==> config.mk <==
export PLATFORM = sky130hd
export DESIGN_NAME = fetch_buffer_flat
export DESIGN_NICKNAME = d
export VERILOG_FILES = /design/src/rtl/fetch_buffer_if.sv /design/src/rtl/fetch_buffer.sv /design/src/flat_wrapper.sv
export SDC_FILE = /design/constraint.sdc
export NUM_CORES = 1
export LEC_CHECK = 0
export CAP_MARGIN = 15
export CORE_MARGIN = 4
export CORE_UTILIZATION = 50
export CTS_BUF_LIST = sky130_fd_sc_hd__clkbuf_8
export CTS_CLUSTER_DIAMETER = 100
export DETAILED_ROUTE_END_ITERATION = 10
export PLACE_DENSITY = 0.84
export SYNTH_ARGS = -nofsm -noshare
export SYNTH_HDL_FRONTEND = slang
export SYNTH_SLANG_ARGS = --single-unit
==> constraint.sdc <==
create_clock -name Clk -period 6.1 [get_ports Clk]
set_input_delay 1.22 -clock Clk [delete_from_list [all_inputs] [get_ports Clk]]
set_output_delay 1.22 -clock Clk [all_outputs]
set_load 0.005 [all_outputs]
==> src/rtl/fetch_buffer_if.sv <==
// Fetch-stage bus: PC/instruction-memory side plus the decode-facing head of the queue.
// slave = fetch_buffer, master = surrounding pipeline / memory.
interface fetch_buffer_if #(
    parameter int DEPTH  = 4,
    parameter int ADDR_W = 32,
    parameter int DATA_W = 32
);
    localparam int CNT_W = $clog2(DEPTH) + 1;

    logic [ADDR_W-1:0] PCResult;
    logic              PCAdvance;
    logic              IMemRead;
    logic [ADDR_W-1:0] IMemAddr;
    logic [DATA_W-1:0] IMemData;
    logic              Flush;
    logic              OutValid;
    logic              OutReady;
    logic [DATA_W-1:0] OutInstr;
    logic [ADDR_W-1:0] OutPC;
    logic [CNT_W-1:0]  Count;

    modport slave (
        input  PCResult, IMemData, Flush, OutReady,
        output PCAdvance, IMemRead, IMemAddr, OutValid, OutInstr, OutPC, Count
    );

    modport master (
        output PCResult, IMemData, Flush, OutReady,
        input  PCAdvance, IMemRead, IMemAddr, OutValid, OutInstr, OutPC, Count
    );
endinterface

==> src/rtl/fetch_buffer.sv <==
// Instruction fetch stage: issues 1-cycle-latency imem reads and queues {PC, instr} for decode.
// Optional FETCH_BYPASS_EN forwards a response straight to decode when the queue is empty.
module fetch_buffer #(
    parameter int DEPTH  = 4,
    parameter int ADDR_W = 32,
    parameter int DATA_W = 32
) (
    input logic           Clk,
    input logic           Reset,
    fetch_buffer_if.slave bus
);
    localparam int PTR_W = $clog2(DEPTH);
    localparam int CNT_W = PTR_W + 1;
    localparam logic [CNT_W:0] DEPTH_OCC = (CNT_W + 1)'(DEPTH);

    logic [CNT_W-1:0]  count_q, count_d;
    logic [PTR_W-1:0]  rd_ptr_q, rd_ptr_d;
    logic [PTR_W-1:0]  wr_ptr_q, wr_ptr_d;
    logic              inflight_q, inflight_d;
    logic [ADDR_W-1:0] pend_pc_q, pend_pc_d;

    logic [ADDR_W-1:0] pc_mem_q    [DEPTH];
    logic [DATA_W-1:0] instr_mem_q [DEPTH];

    logic [CNT_W:0] occupancy;
    logic           issue;
    logic           fifo_nonempty;
    logic           bypass;
    logic           push;
    logic           pop_fifo;

    always_comb begin
        // Credit counts the in-flight read but ignores a same-cycle pop, so no overflow.
        occupancy     = {1'b0, count_q} + {{CNT_W{1'b0}}, inflight_q};
        issue         = Reset & ~bus.Flush & (occupancy < DEPTH_OCC);
        fifo_nonempty = (count_q != '0);
`ifdef FETCH_BYPASS_EN
        bypass        = ~fifo_nonempty & inflight_q & ~bus.Flush;
`else
        bypass        = 1'b0;
`endif
        pop_fifo      = fifo_nonempty & bus.OutReady & ~bus.Flush;
        push          = inflight_q & ~bus.Flush & ~(bypass & bus.OutReady);
    end

    assign bus.IMemRead  = issue;
    assign bus.PCAdvance = issue;
    assign bus.IMemAddr  = bus.PCResult;
    assign bus.OutValid  = fifo_nonempty | bypass;
    assign bus.OutInstr  = bypass ? bus.IMemData : instr_mem_q[rd_ptr_q];
    assign bus.OutPC     = bypass ? pend_pc_q    : pc_mem_q[rd_ptr_q];
    assign bus.Count     = count_q;

    always_comb begin
        count_d    = count_q;
        rd_ptr_d   = rd_ptr_q;
        wr_ptr_d   = wr_ptr_q;
        inflight_d = 1'b0;
        pend_pc_d  = pend_pc_q;
        if (bus.Flush) begin
            count_d  = '0;
            rd_ptr_d = '0;
            wr_ptr_d = '0;
        end else begin
            count_d    = count_q + CNT_W'(push) - CNT_W'(pop_fifo);
            rd_ptr_d   = rd_ptr_q + PTR_W'(pop_fifo);
            wr_ptr_d   = wr_ptr_q + PTR_W'(push);
            inflight_d = issue;
            if (issue) begin
                pend_pc_d = bus.PCResult;
            end
        end
    end

    always_ff @(posedge Clk or negedge Reset) begin
        if (!Reset) begin
            count_q    <= '0;
            rd_ptr_q   <= '0;
            wr_ptr_q   <= '0;
            inflight_q <= 1'b0;
            pend_pc_q  <= '0;
        end else begin
            count_q    <= count_d;
            rd_ptr_q   <= rd_ptr_d;
            wr_ptr_q   <= wr_ptr_d;
            inflight_q <= inflight_d;
            pend_pc_q  <= pend_pc_d;
        end
    end

    // Entry storage carries no reset; Count gates whether any of it is visible.
    always_ff @(posedge Clk) begin
        if (push) begin
            pc_mem_q[wr_ptr_q]    <= pend_pc_q;
            instr_mem_q[wr_ptr_q] <= bus.IMemData;
        end
    end
endmodule
==> src/flat_wrapper.sv <==
// flat-port wrapper written by rule: the top's interface ports become plain ports
module fetch_buffer_flat 
#(
    parameter int DEPTH  = 4,
    parameter int ADDR_W = 32,
    parameter int DATA_W = 32
)
  (Clk, Reset, bus_PCResult, bus_IMemData, bus_Flush, bus_OutReady, bus_PCAdvance, bus_IMemRead, bus_IMemAddr, bus_OutValid, bus_OutInstr, bus_OutPC, bus_Count);
  fetch_buffer_if #(.DEPTH(DEPTH), .ADDR_W(ADDR_W), .DATA_W(DATA_W)) bus_i ();
  input logic Clk;
  input logic Reset;
  input wire logic [$bits(bus_i.PCResult)-1:0] bus_PCResult;
  input wire logic [$bits(bus_i.IMemData)-1:0] bus_IMemData;
  input wire logic [$bits(bus_i.Flush)-1:0] bus_Flush;
  input wire logic [$bits(bus_i.OutReady)-1:0] bus_OutReady;
  output wire logic [$bits(bus_i.PCAdvance)-1:0] bus_PCAdvance;
  output wire logic [$bits(bus_i.IMemRead)-1:0] bus_IMemRead;
  output wire logic [$bits(bus_i.IMemAddr)-1:0] bus_IMemAddr;
  output wire logic [$bits(bus_i.OutValid)-1:0] bus_OutValid;
  output wire logic [$bits(bus_i.OutInstr)-1:0] bus_OutInstr;
  output wire logic [$bits(bus_i.OutPC)-1:0] bus_OutPC;
  output wire logic [$bits(bus_i.Count)-1:0] bus_Count;
  assign bus_i.PCResult = bus_PCResult;
  assign bus_i.IMemData = bus_IMemData;
  assign bus_i.Flush = bus_Flush;
  assign bus_i.OutReady = bus_OutReady;
  assign bus_PCAdvance = bus_i.PCAdvance;
  assign bus_IMemRead = bus_i.IMemRead;
  assign bus_IMemAddr = bus_i.IMemAddr;
  assign bus_OutValid = bus_i.OutValid;
  assign bus_OutInstr = bus_i.OutInstr;
  assign bus_OutPC = bus_i.OutPC;
  assign bus_Count = bus_i.Count;
  fetch_buffer #(.DEPTH(DEPTH), .ADDR_W(ADDR_W), .DATA_W(DATA_W)) u_core (.Clk(Clk), .Reset(Reset), .bus(bus_i));
endmodule
# ---- Word level (Yosys, flattened, before mapping)
# Memory sizes are Yosys's and may differ from the RTL's.
# Index checks and enable logic that the tools add are counted.
dict set report word_totals {
  memories 2
  input_bits 68
  ram_bits 256
  reg_bits 40
}
dict set report op_classes {
  n_bitwise 6
  mux 6
  n_addsub 5
  n_reduce_logical 2
  magnitude_cmp 1
}
# name depth width rd rd_clocked_by_memory_dff wr line_no
set mem_list {}
lappend mem_list {u_core.instr_mem_q 4 32 1 0 1 fetch_buffer.sv:23} ;# logic [DATA_W-1:0] instr_mem_q [DEPTH];
lappend mem_list {u_core.pc_mem_q 4 32 1 0 1 fetch_buffer.sv:22} ;# logic [ADDR_W-1:0] pc_mem_q [DEPTH];
# operator n
set op_table {}
lappend op_table {{1-bit bitwise AND} 5}
lappend op_table {{2-bit by 1-bit adder with 2-bit output} 2}
lappend op_table {{3-bit by 1-bit adder with 4-bit output} 1}
lappend op_table {{4-bit by 3-bit less-than comparator with 1-bit output (second input constant)} 1}
lappend op_table {{2-bit two-way mux} 2}
lappend op_table {{3-bit by 1-bit adder with 3-bit output} 1}
lappend op_table {{1-bit two-way mux} 3}
lappend op_table {{3-bit two-way mux} 1}
lappend op_table {{3-bit nonzero test} 1}
lappend op_table {{3-bit by 1-bit subtractor with 3-bit output} 1}
lappend op_table {{2-bit AND reduction} 1}
lappend op_table {{1-bit NOT} 1}

# ---- Longest topological paths before layout
dict set report depth {
  word_depth 5
  mapped_depth 9
}

# ---- Worst setup path before layout
# Ideal clock, no wire load.
dict set report synth_path {
  kind {input port to flip-flop}
  start {input port bus_Flush}
  end {memory u_core.instr_mem_q[0][0], enable pin}
  path_buffers 1
  cell_stages 3
  setup_slack_ps -858
  arrival_time_ps 6381
  setup_ps 578
  required_time_ps 5522
  cell_sequence {clkbuf_1 > nor2b_1 > nor3b_1}
}
dict set report synth_between {
  elab_chain_cells 4
}
# item line_no
set synth_lines {}
lappend synth_lines {{from (decl)} flat_wrapper.sv:14} ;# input wire logic [$bits(bus_i.Flush)-1:0] bus_Flush;
lappend synth_lines {{1-bit NOT} fetch_buffer.sv:43} ;# push = inflight_q & ~bus.Flush & ~(bypass & bus.OutReady);
lappend synth_lines {{1-bit bitwise AND} fetch_buffer.sv:43}
lappend synth_lines {{1-bit two-way mux} fetch_buffer.sv:93} ;# if (push) begin
lappend synth_lines {{1-bit two-way mux (implied by the code)} fetch_buffer.sv:95} ;# instr_mem_q[wr_ptr_q] <= bus.IMemData;
lappend synth_lines {{to (decl)} fetch_buffer.sv:23}
# Every way passes these cells.

# ---- Worst setup path after layout
dict set report layout_path {
  start {input port bus_Flush}
  end {output port bus_PCAdvance}
}
dict set report layout_between {
  elab_chain_cells 3
}
# item line_no
set layout_lines {}
lappend layout_lines {{1-bit NOT} fetch_buffer.sv:35} ;# issue = Reset & ~bus.Flush & (occupancy < DEPTH_OCC);
lappend layout_lines {{1-bit bitwise AND (2 in a row)} fetch_buffer.sv:35}
lappend layout_lines {{to (decl)} flat_wrapper.sv:16} ;# output wire logic [$bits(bus_i.PCAdvance)-1:0] bus_PCAdvance;
# Every way passes these cells.

==> impl_summary.md <==
Routing
The first detailed-routing pass took 4 iterations. Detailed routing inserted a total of 5148 vias. The DRC violations left is 0.

The detail route stage leaves a number of antenna-violating nets equal to 0. The violation count after the first detailed-routing iteration is ~230. After detailed routing, the average wire length per cell comes to 21.2 µm. Using the TritonRoute via totals, the vias-per-cell ratio works out to about 5.3. The overall routed net length is around 20 mm.

Critical path
The destination of the critical timing path is bus_PCAdvance. The delay of the slowest critical-path stage is 0.64 ns. The critical path goes through clkdlybuf4s50_1, a2111oi_4, buf_4, clkdlybuf4s50_1. The class of the most critical setup path is input port to primary output.

Of all nets on the critical path, the largest fanout is 11. The slowest stage of the critical path belongs to the cell clkdlybuf4s50_1. The depth of the critical timing path with buffers and inverters included is 4.

The worst setup path is launched from an input port. Setup slack on the worst reg-to-reg path comes out at 3.48 ns. The critical path capture point type is a primary output. Together, buffers and inverters on the worst path number 3. STA puts the critical path data required time at roughly 4.9 ns.

Counting stages on the worst path, the most repeated cell is clkdlybuf4s50_1. Data on the critical path arrives at its endpoint at between 3 and 4 ns. The top cell family by delay on the critical path is buffers and inverters.

Tracing the worst setup path back leads to its startpoint at bus_Flush. The beginning of the worst register-to-register path is u_core.inflight_q. The end of the worst register-to-register path is u_core.instr_mem_q[2][7].

The worst-case reg-to-reg path depth is 4.

STA
The slew of the pin with the lowest slew margin is roughly 1 ns. In this run the tightest slew margin relative to its limit is 33.3%. The final setup slack of the worst path is ~1.8 ns.

The maximum operating frequency is approximately 230 MHz. The post-route minimum period is approximately 4.3 ns. The final hold violation count is 0. The share of the clock period used by the worst path is a little under three quarters.

The clock skew is approximately 0.016 ns. Setup repair after global routing left no endpoint under its margin. The number of pins exceeding their max-slew limit in the final report is 0. The setup-violating endpoint count in the final report is 0. After routing, the total negative slack on setup checks comes to 0 ns.

Logic synthesis
The total standard cell area after synthesis is 11200 µm². Yosys mapped a number of flops with a built-in enable equal to ~260. The most used flip-flop cell after synthesis is edfxtp_1.

Synthesis instantiated 26 different standard cells from the library. Synthesis produced a netlist with a net count of 550. Sequential cells were found to cover between 70% and 80% of the synthesized design area. Counting flops and latches in the post-synthesis netlist gives roughly 300. The cell count after synthesis came out at 476. Of all flip-flops after synthesis, the portion carrying an async set or reset was a little over an eighth. The mean instance size in the synthesized netlist is 23.6 µm².

Yosys printed 0 warnings.

Power and ir drop
The reported leakage power is approximately 0.0047 µW. VDD sags by at most ~0.00032 V. Power spread over the standard cell area amounts to 350 nW/µm².

Final layout
Once layout is done, the placed cells without fillers occupy 13900 µm². Leaving out filler cells and counting taps, the final layout contains about 970. The area growth from synthesis to layout is 24.2%. The antenna cell count is 0. After the last flow step, the layout net total stands at about 730. The most common cell after layout, fill and taps aside is edfxtp_1. In the layout the commonest cells are 256 x edfxtp_1, 168 x clkdlybuf4s50_1, 64 x mux4_2, 53 x clkbuf_8, 38 x dfrtp_1. The core occupancy in the finished layout is approximately 63%. In the final layout, the share of cells above drive strength 1 is a little over a quarter.

Clocking
The count of cells resized by post-cts repair is 0. The total of hold buffers inserted after clock tree synthesis is 0. The buffer type at the clock tree root is clkbuf_8. The number of H-tree branching levels is 2. The clock tree from TritonCTS is done. The number of buffers created by CTS is 45. CTS saw between 200 and 300 sinks. The buffers inserted during post-CTS setup optimization is 0.

For the worst-skew pair, the clock arrives at the later sink with an insertion delay of about 0.52 ns. After clock tree synthesis, the clock-pin slew on the worst setup and hold paths is 0.06 ns. The clock tree buffer depth is 3.

Global route
The first global-routing pass estimated between 30 and 40 mm of wire. The initial antenna violation count is 0. The total overflow left after global routing is 0.

The met3 usage in global routing is between 3 and 4%. The via count of the first global-routing pass was roughly 6000. For met1 alone, demand over resource in global routing was ~22%.

Global routing consumed, over all layers together, ~17% of the routing resources. The maximum number of pins on one net before global-route repair is between 60 and 70. In this run the most used layer during global routing was met2.

Global routing used between 20% and 30% of the available met2 tracks.

Placement
At the end of routability-driven placement, the weighted congestion stood at ~0.75. The port buffer count is about 170. Once placement completed, the tool counted placed cells totaling 883.

The placed instances occupy a cell area of between 10000 and 15000 µm². The placed wire-length estimate after detailed placement is approximately 12 mm. The post-placement worst setup slack is about 1.8 ns.

Worst hold path
In this run the worst hold path is classified as flip-flop to flip-flop.

Die
The I/O pin count is 170. The die area is around 25000 µm². The total number of placement rows is 54. The die boundary height is around 160 µm. The initial core utilization is 51.1%. The die is between 150 and 200 µm wide.

The core outline area is between 20000 and 25000 µm².

Status
The run finished with clean final reports.

Job
The number of maximum-capacitance constraint violations is 0.
-- flip-flops by register name, summed over array words and instances (netlist names) --
register	cells
u_core.inflight_q	1
u_core.pc_mem_q	128
u_core.bus.Count	3
u_core.pend_pc_q	32
u_core.rd_ptr_q	2
u_core.wr_ptr_q	2
u_core.instr_mem_q	128
-- synthesized netlist by cell type, types with 2 or more instances --
| library cell | instances | area [µm²] |
|---|---|---|
| buf_1 | 2 | 7.51 |
| mux2_2 | 3 | 33.8 |
| nor2b_1 | 4 | 25.0 |
| nor2_1 | 5 | 18.8 |
| mux4_2 | 64 | 1440 |
| buf_2 | 7 | 35.0 |
| mux2_4 | 29 | 435 |
| edfxtp_1 | 256 | 7690 |
| buf_6 | 3 | 33.8 |
| inv_1 | 4 | 15.0 |
| ha_1 | 5 | 62.6 |
| clkbuf_1 | 6 | 22.5 |
| xnor2_1 | 3 | 26.3 |
| buf_4 | 33 | 248 |
| and3b_1 | 2 | 17.5 |
| dfrtp_1 | 40 | 1000 |
-- worst min path at each step --
stage	cells after the start	slack [ns]	startpoint	endpoint
floorplan	0	0.47	u_core.pend_pc_q[10]	u_core.pc_mem_q[0][10]
global placement	0	0.49	u_core.pend_pc_q[0]	u_core.pc_mem_q[0][0]
detailed placement	0	0.51	u_core.pend_pc_q[24]	u_core.pc_mem_q[0][24]
CTS	0	0.52	u_core.pend_pc_q[11]	u_core.pc_mem_q[3][11]
global route	0	0.53	u_core.pend_pc_q[11]	u_core.pc_mem_q[2][11]
finish	0	0.52	u_core.pend_pc_q[24]	u_core.pc_mem_q[3][24]
-- cell type report --
class,instances,area [µm²]
clock buffer,53,729
clock inverter,28,176
fill,1421,8020
inverter,4,15.0
multi-input combinational,125,2200
sequential,296,8700
tap,280,350
timing repair buffer,179,1770
-- layer usage --
| metal | vias up | wire, µm |
|---|---|---|
| li1 | 2275 | - |
| met1 | 2658 | 8310 |
| met2 | 170 | 10500 |
| met3 | 45 | 1210 |
| met4 | 0 | 445 |
| met5 | - | 0 |
-- per-stage QoR --
step	hold slack [ns]	power (µW)
after floorplan	0.472	2970
after global placement	0.489	3290
after detailed placement	0.510	3330
after CTS	0.515	4940
after global routing	0.535	5100
final	0.518	4880
-- cell families after synthesis --
kind of cell	count (synthesis)	synth area share, %
AND/OR/NAND/NOR	17	0.948
multiplexers	96	17.0
AO/OA/AOI/OAI	3	0.401
XOR/XNOR	3	0.234
flip-flops	296	77.4
adder cells (fa/ha/maj)	6	0.736
buffers and inverters	55	3.22
-- report_power, final --
part	total (µW)	switching [µW]	internal [µW]
clock	1590	714	879
sequential	2590	159	2430
combinational	695	228	468
total	4880	1100	3780
-- worst reg2reg max path: cells and delay by family, from the launching register on --
kind | cells | cell delay (ns)
simple gates | 3 | 1.33
buf+inv | 1 | 0.52
flops | 1 | 0.41
(Power assumes the default switching activity.)
==> RTL edit 1 (same flow settings) <==
`ADDR_W` is set to 32 in 3 places; all go to 64.
--- a/src/rtl/fetch_buffer_if.sv
+++ b/src/rtl/fetch_buffer_if.sv
@@ -2,7 +2,7 @@
 // slave = fetch_buffer, master = surrounding pipeline / memory.
 interface fetch_buffer_if #(
     parameter int DEPTH  = 4,
-    parameter int ADDR_W = 32,
+    parameter int ADDR_W = 64,
     parameter int DATA_W = 32
 );
     localparam int CNT_W = $clog2(DEPTH) + 1;
--- a/src/rtl/fetch_buffer.sv
+++ b/src/rtl/fetch_buffer.sv
@@ -2,7 +2,7 @@
 // Optional FETCH_BYPASS_EN forwards a response straight to decode when the queue is empty.
 module fetch_buffer #(
     parameter int DEPTH  = 4,
-    parameter int ADDR_W = 32,
+    parameter int ADDR_W = 64,
     parameter int DATA_W = 32
 ) (
     input logic           Clk,
--- a/src/flat_wrapper.sv
+++ b/src/flat_wrapper.sv
@@ -2,7 +2,7 @@
 module fetch_buffer_flat 
 #(
     parameter int DEPTH  = 4,
-    parameter int ADDR_W = 32,
+    parameter int ADDR_W = 64,
     parameter int DATA_W = 32
 )
   (Clk, Reset, bus_PCResult, bus_IMemData, bus_Flush, bus_OutReady, bus_PCAdvance, bus_IMemRead, bus_IMemAddr, bus_OutValid, bus_OutInstr, bus_OutPC, bus_Count);
Interface: changed (resized bus_IMemAddr, bus_OutPC and bus_PCResult); port bits go from 170 to 266. The function was not compared with the original's and may differ.
==> RTL edit 1 against the original RTL <==
- clock skew increased by 0.010 ns
- sequential cell count increased by 160
- critical endpoint is now bus_IMemRead
- count of clock-buffer cells in the layout increased by 29
- hold slack got worse by 0.0026 ns
- highest routed layer is now met5
- setup slack got worse by 0.062 ns
- sequential share of layout area about the same
- power increased by 56%
- wire length increased by 63%
- design area increased by 53%
- final cell count increased by 56%
- synthesized area increased by 54%
==> RTL edit 1: results (changes against the original RTL) <==
\begin{tabular}{lr}
\hline
Metric & Value \\
\hline
\multicolumn{2}{l}{\textbf{Global routing}} \\
\quad Initial antenna violation count & 1 (was 0) \\
\quad Wire length of the first global-routing pass & 51.7 mm (was 32.0 mm) \\
\quad Vias in the first global route & 8831 (was 5847) \\
\quad Global Route Usage Sum & 0.176 (was 0.167) \\
\quad Maximum number of pins on one net before global-route repair & 72 (was 66) \\
\multicolumn{2}{l}{\textbf{Place}} \\
\quad Cell count after placement & 1374 (was 883) \\
\quad Sum of net half-perimeters after detailed placement & 19.9 mm (was 12.3 mm) \\
\quad I/O Buffers & 265 (was 169) \\
\quad GPL Wtd Cong & 0.730 (was 0.747) \\
\multicolumn{2}{l}{\textbf{Finish}} \\
\quad Largest registers & u\_core.pc\_mem\_q (256), u\_core.instr\_mem\_q (128), u\_core.pend\_pc\_q (64) (was u\_core.instr\_mem\_q (128), u\_core.pc\_mem\_q (128), u\_core.pend\_pc\_q (32)) \\
\quad Layout cell share with drive strength beyond 1 & 0.259 (was 0.269) \\
\quad Non-filler cells in the finished layout & 1502 (was 965) \\
\quad Number of nets in the layout & 1106 (was 725) \\
\multicolumn{2}{l}{\textbf{Timing}} \\
\quad Relative slew margins & 0.264 (was 0.333) \\
\quad Worst-case clock skew & 0.0263 ns (was 0.0162 ns) \\
\multicolumn{2}{l}{\textbf{CTS}} \\
\quad Setup repair bufs after CTS & 0 (unchanged) \\
\quad Number of H-tree branching levels & 3 (was 2) \\
\quad Cts bufs inserted & 72 (was 45) \\
\quad Clock root buffer & clkbuf\_8 (unchanged) \\
\quad Clk\_lat worst skew & 0.58 ns (was 0.52 ns) \\
\multicolumn{2}{l}{\textbf{Logic synthesis}} \\
\quad Fraction of the yosys area taken by sequential cells & 0.770 (was 0.774) \\
\quad Synthesized netlist net count & 850 (was 550) \\
\quad Post-Syn Instances & 744 (was 476) \\
\quad Number of flops mapped to enable cells by yosys & 384 (was 256) \\
\quad Top area cells in the synthesized netlist & edfxtp\_1, mux4\_2, dfrtp\_1 (unchanged) \\
\quad Post-synth ARST share & 0.158 (was 0.135) \\
\quad Commonest cells in the synthesized netlist & edfxtp\_1, mux4\_2, dfrtp\_1 (unchanged) \\
\multicolumn{2}{l}{\textbf{Power}} \\
\quad Maximum ir drop on the vdd rail & 0.256 mV (was 0.324 mV) \\
\multicolumn{2}{l}{\textbf{Drt}} \\
\quad Initial DRC Count & 489 (was 228) \\
\quad Total number of vias & 8036 (was 5148) \\
\quad Detailed-route wire length per cell & 22.2 µm (was 21.2 µm) \\
\multicolumn{2}{l}{\textbf{Worst setup path}} \\
\quad Max Fanout on Critical Path & 23 (was 11) \\
\quad Data arrival time at the worst-slack endpoint & 3.18 ns (was 3.12 ns) \\
\multicolumn{2}{l}{\textbf{Outcome}} \\
\quad Status & finished clean (unchanged) \\
\hline
\end{tabular}
-- RTL edit 1: routing by layer --
layer  track usage  routed length, µm
met4        0.0440                569
met3        0.0473               2470
met1         0.237              13400
met2         0.292              16900
met5             0                 13
-- RTL edit 1: worst max-delay path, stage by stage --
cell and delay [ns]:
clkdlybuf4s50_1 0.55, inv_1 0.19, o2111a_4 0.55, clkdlybuf4s50_1 0.65
-- RTL edit 1: worst paths after layout --
| kind | slack, ns | end | depth (start not counted) | start |
|---|---|---|---|---|
| worst max-delay path | 1.70 | bus_IMemRead | 4 | bus_Flush |
| worst min-delay path | 0.52 | u_core.pc_mem_q[2][0] | 0 | u_core.pend_pc_q[0] |
| worst max register to register | 3.38 | u_core.pend_pc_q[12] | 4 | u_core.bus.Count[1] |
| worst min register to register | 0.52 | u_core.pc_mem_q[2][0] | 0 | u_core.pend_pc_q[0] |
| max in group asynchronous | 4.37 | u_core.pend_pc_q[7] | 2 | Reset |
| min in group asynchronous | 0.57 | u_core.pend_pc_q[39] | 1 | Reset |
-- RTL edit 1: cell type report --
class	instances	area (µm²)
multi-input cells	189	3340
inverters	4	15.0
clock buffers	82	1130
repair buffers	277	2770
clock inverters	46	230
flip-flops and latches	456	13300
fillers	2275	12500
well taps	448	561
-- RTL edit 1: metrics by stage --
step                setup WS (ns)  instance area [µm²]
floorplan                   0.194                17300
global placement             1.73                20000
detailed placement           1.71                20000
CTS                          1.62                21400
global route                 1.53                21400
finish                       1.70                21400
-- RTL edit 1: report_power, final --
part	internal [W]	total, W	switching, W
Sequential	0.00380	0.00406	0.000254
Clock	0.00124	0.00237	0.00113
Combinational	0.000767	0.00116	0.000393
Total	0.00581	0.00759	0.00178
-- RTL edit 1: cells by family after synthesis --
group | Yosys count | share of synthesized area
compound gates | 3 | 0.00166
xor+xnor | 3 | 0.00152
fa+ha+maj | 6 | 0.00477
buf+inv | 99 | 0.0399
flops | 456 | 0.770
mux | 160 | 0.177
simple gates | 17 | 0.00556
==> RTL edit 2 (same settings) <==
Made on the original files. Reset style: synchronous (`Reset`), changed in one clocked block.
--- a/src/rtl/fetch_buffer.sv
+++ b/src/rtl/fetch_buffer.sv
@@ -72,7 +72,7 @@
         end
     end
 
-    always_ff @(posedge Clk or negedge Reset) begin
+    always_ff @(posedge Clk) begin
         if (!Reset) begin
             count_q    <= '0;
             rd_ptr_q   <= '0;
Function: differs if Reset is asserted again (counterexample within 4 cycles, from zero or initial values and one cycle with Reset low); with Reset held inactive, the same outputs for 4 cycles.
==> RTL edit 2 against the original RTL <==
- hold slack better by 0.026 ns
- synthesized area is 15% higher
- design area is 10% higher
- sequential share of layout area is 7.1 points lower
- core utilization is 2.8 points lower
- sequential cell count stayed put
- wire length is 33% higher
- setup slack better by 0.050 ns
- register-to-register slack worse by 0.13 ns
- highest routed layer is now met5
- critical path depth is 1 lower
Power is not compared: it rests on default switching activity, and its combinational part moved more than twofold at a synthesized area within 25%.
==> RTL edit 2: results (changes against the original RTL) <==
\begin{tabular}{lr}
\hline
Metric & Value \\
\hline
\multicolumn{2}{l}{\textbf{Worst setup path}} \\
\quad Data arrival time at the worst-slack endpoint & 3.07 ns (was 3.12 ns) \\
\quad Cell class contributing the biggest share of worst-path delay & flip-flops (was buffers and inverters) \\
\quad Max Fanout on Critical Path & 48 (was 11) \\
\quad Capturing instance or port of the critical path & bus\_OutInstr[31] (was bus\_PCAdvance) \\
\quad Reg-to-reg critical path startpoint & u\_core.bus.Count[2] (was u\_core.inflight\_q) \\
\quad Library cell contributing the largest single delay on the critical path & dfxtp\_4 (was clkdlybuf4s50\_1) \\
\quad R2R depth & 10 (was 4) \\
\multicolumn{2}{l}{\textbf{Drt}} \\
\quad Total number of vias & 7657 (was 5148) \\
\quad Detailed-router iteration count before antenna repair & 8 (was 4) \\
\multicolumn{2}{l}{\textbf{Floorplanning}} \\
\quad Floorplan row count & 58 (was 54) \\
\multicolumn{2}{l}{\textbf{Global routing}} \\
\quad Maximum number of pins on one net before global-route repair & 132 (was 66) \\
\quad Wire length of the first global-routing pass & 42.4 mm (was 32.0 mm) \\
\quad Initial antenna violation count & 1 (was 0) \\
\multicolumn{2}{l}{\textbf{Place}} \\
\quad GPL Wtd Cong & 0.748 (was 0.747) \\
\quad Cell count after placement & 1198 (was 883) \\
\multicolumn{2}{l}{\textbf{Outcome}} \\
\quad Status & finished clean (unchanged) \\
\multicolumn{2}{l}{\textbf{Finish}} \\
\quad Post-route cell area & 0.0154 mm² (was 0.0139 mm²) \\
\quad Layout clock area frac & 0.0551 (was 0.0650) \\
\quad Layout cell share with drive strength beyond 1 & 0.151 (was 0.269) \\
\quad Number of nets in the layout & 989 (was 725) \\
\quad Non-filler cells in the finished layout & 1285 (was 965) \\
\quad Share of the final layout cell area in multi-input gates & 0.249 (was 0.158) \\
\quad Non-clk bufs & 180 (was 179) \\
\multicolumn{2}{l}{\textbf{Logic synthesis}} \\
\quad Portion of netlist area occupied by mux cells & 0.136 (was 0.170) \\
\quad Synthesized area per cell & 16.2 µm² (was 23.6 µm²) \\
\quad Fraction of the yosys area taken by sequential cells & 0.655 (was 0.774) \\
\quad Commonest cells in the synthesized netlist & edfxtp\_1, nand3\_1, mux4\_2, nand3b\_1, nor4\_1 (was edfxtp\_1, mux4\_2, dfrtp\_1) \\
\quad Post-synth ARST share & 0 (was 0.135) \\
\quad Synthesized netlist net count & 873 (was 550) \\
\quad Number of distinct library cells after synthesis & 35 (was 26) \\
\multicolumn{2}{l}{\textbf{Min path}} \\
\quad Worst Min Path Start & u\_core.pend\_pc\_q[11] (was u\_core.pend\_pc\_q[24]) \\
\quad Worst-case hold path end point & u\_core.pc\_mem\_q[3][11] (was u\_core.pc\_mem\_q[3][24]) \\
\multicolumn{2}{l}{\textbf{CTS}} \\
\quad Clk\_lat worst skew & 0.54 ns (was 0.52 ns) \\
\multicolumn{2}{l}{\textbf{Timing}} \\
\quad Transition time of the tightest slew-check pin & 1.08 ns (was 1.00 ns) \\
\hline
\end{tabular}
## RTL edit 2: cell count changes after synthesis, sizes merged, moves of 32 or more
| cell | before | now |
|---|---|---|
| nand3 | 0 | 66 |
| nand3b | 0 | 64 |
| nor4 | 0 | 64 |
| dfrtp | 40 | 0 |
| dfxtp | 0 | 40 |
| clkbuf | 6 | 41 |
| mux2 | 32 | 0 |
| mux2i | 0 | 32 |
| o211ai | 0 | 32 |
| or4b | 0 | 32 |
## RTL edit 2: logic make-up (layout without fill, tap and decap cells)
family	after synthesis	after routing
DFF	296	296
xor gates and xnor gates	3	3
and+or+nand+nor	250	250
AOI/OAI and AO/OA	37	37
adders and majority gates	4	4
buffers and inverters	115	269
muxes	96	96
## RTL edit 2: metal layers
layer | vias to the layer above | track usage | part of all wire
li1 | 3471 | - | -
met1 | 3817 | 0.256 | 0.42
met2 | 317 | 0.303 | 0.49
met3 | 50 | 0.0327 | 0.065
met4 | 2 | 0.0700 | 0.027
met5 | - | 0 | 0.00048
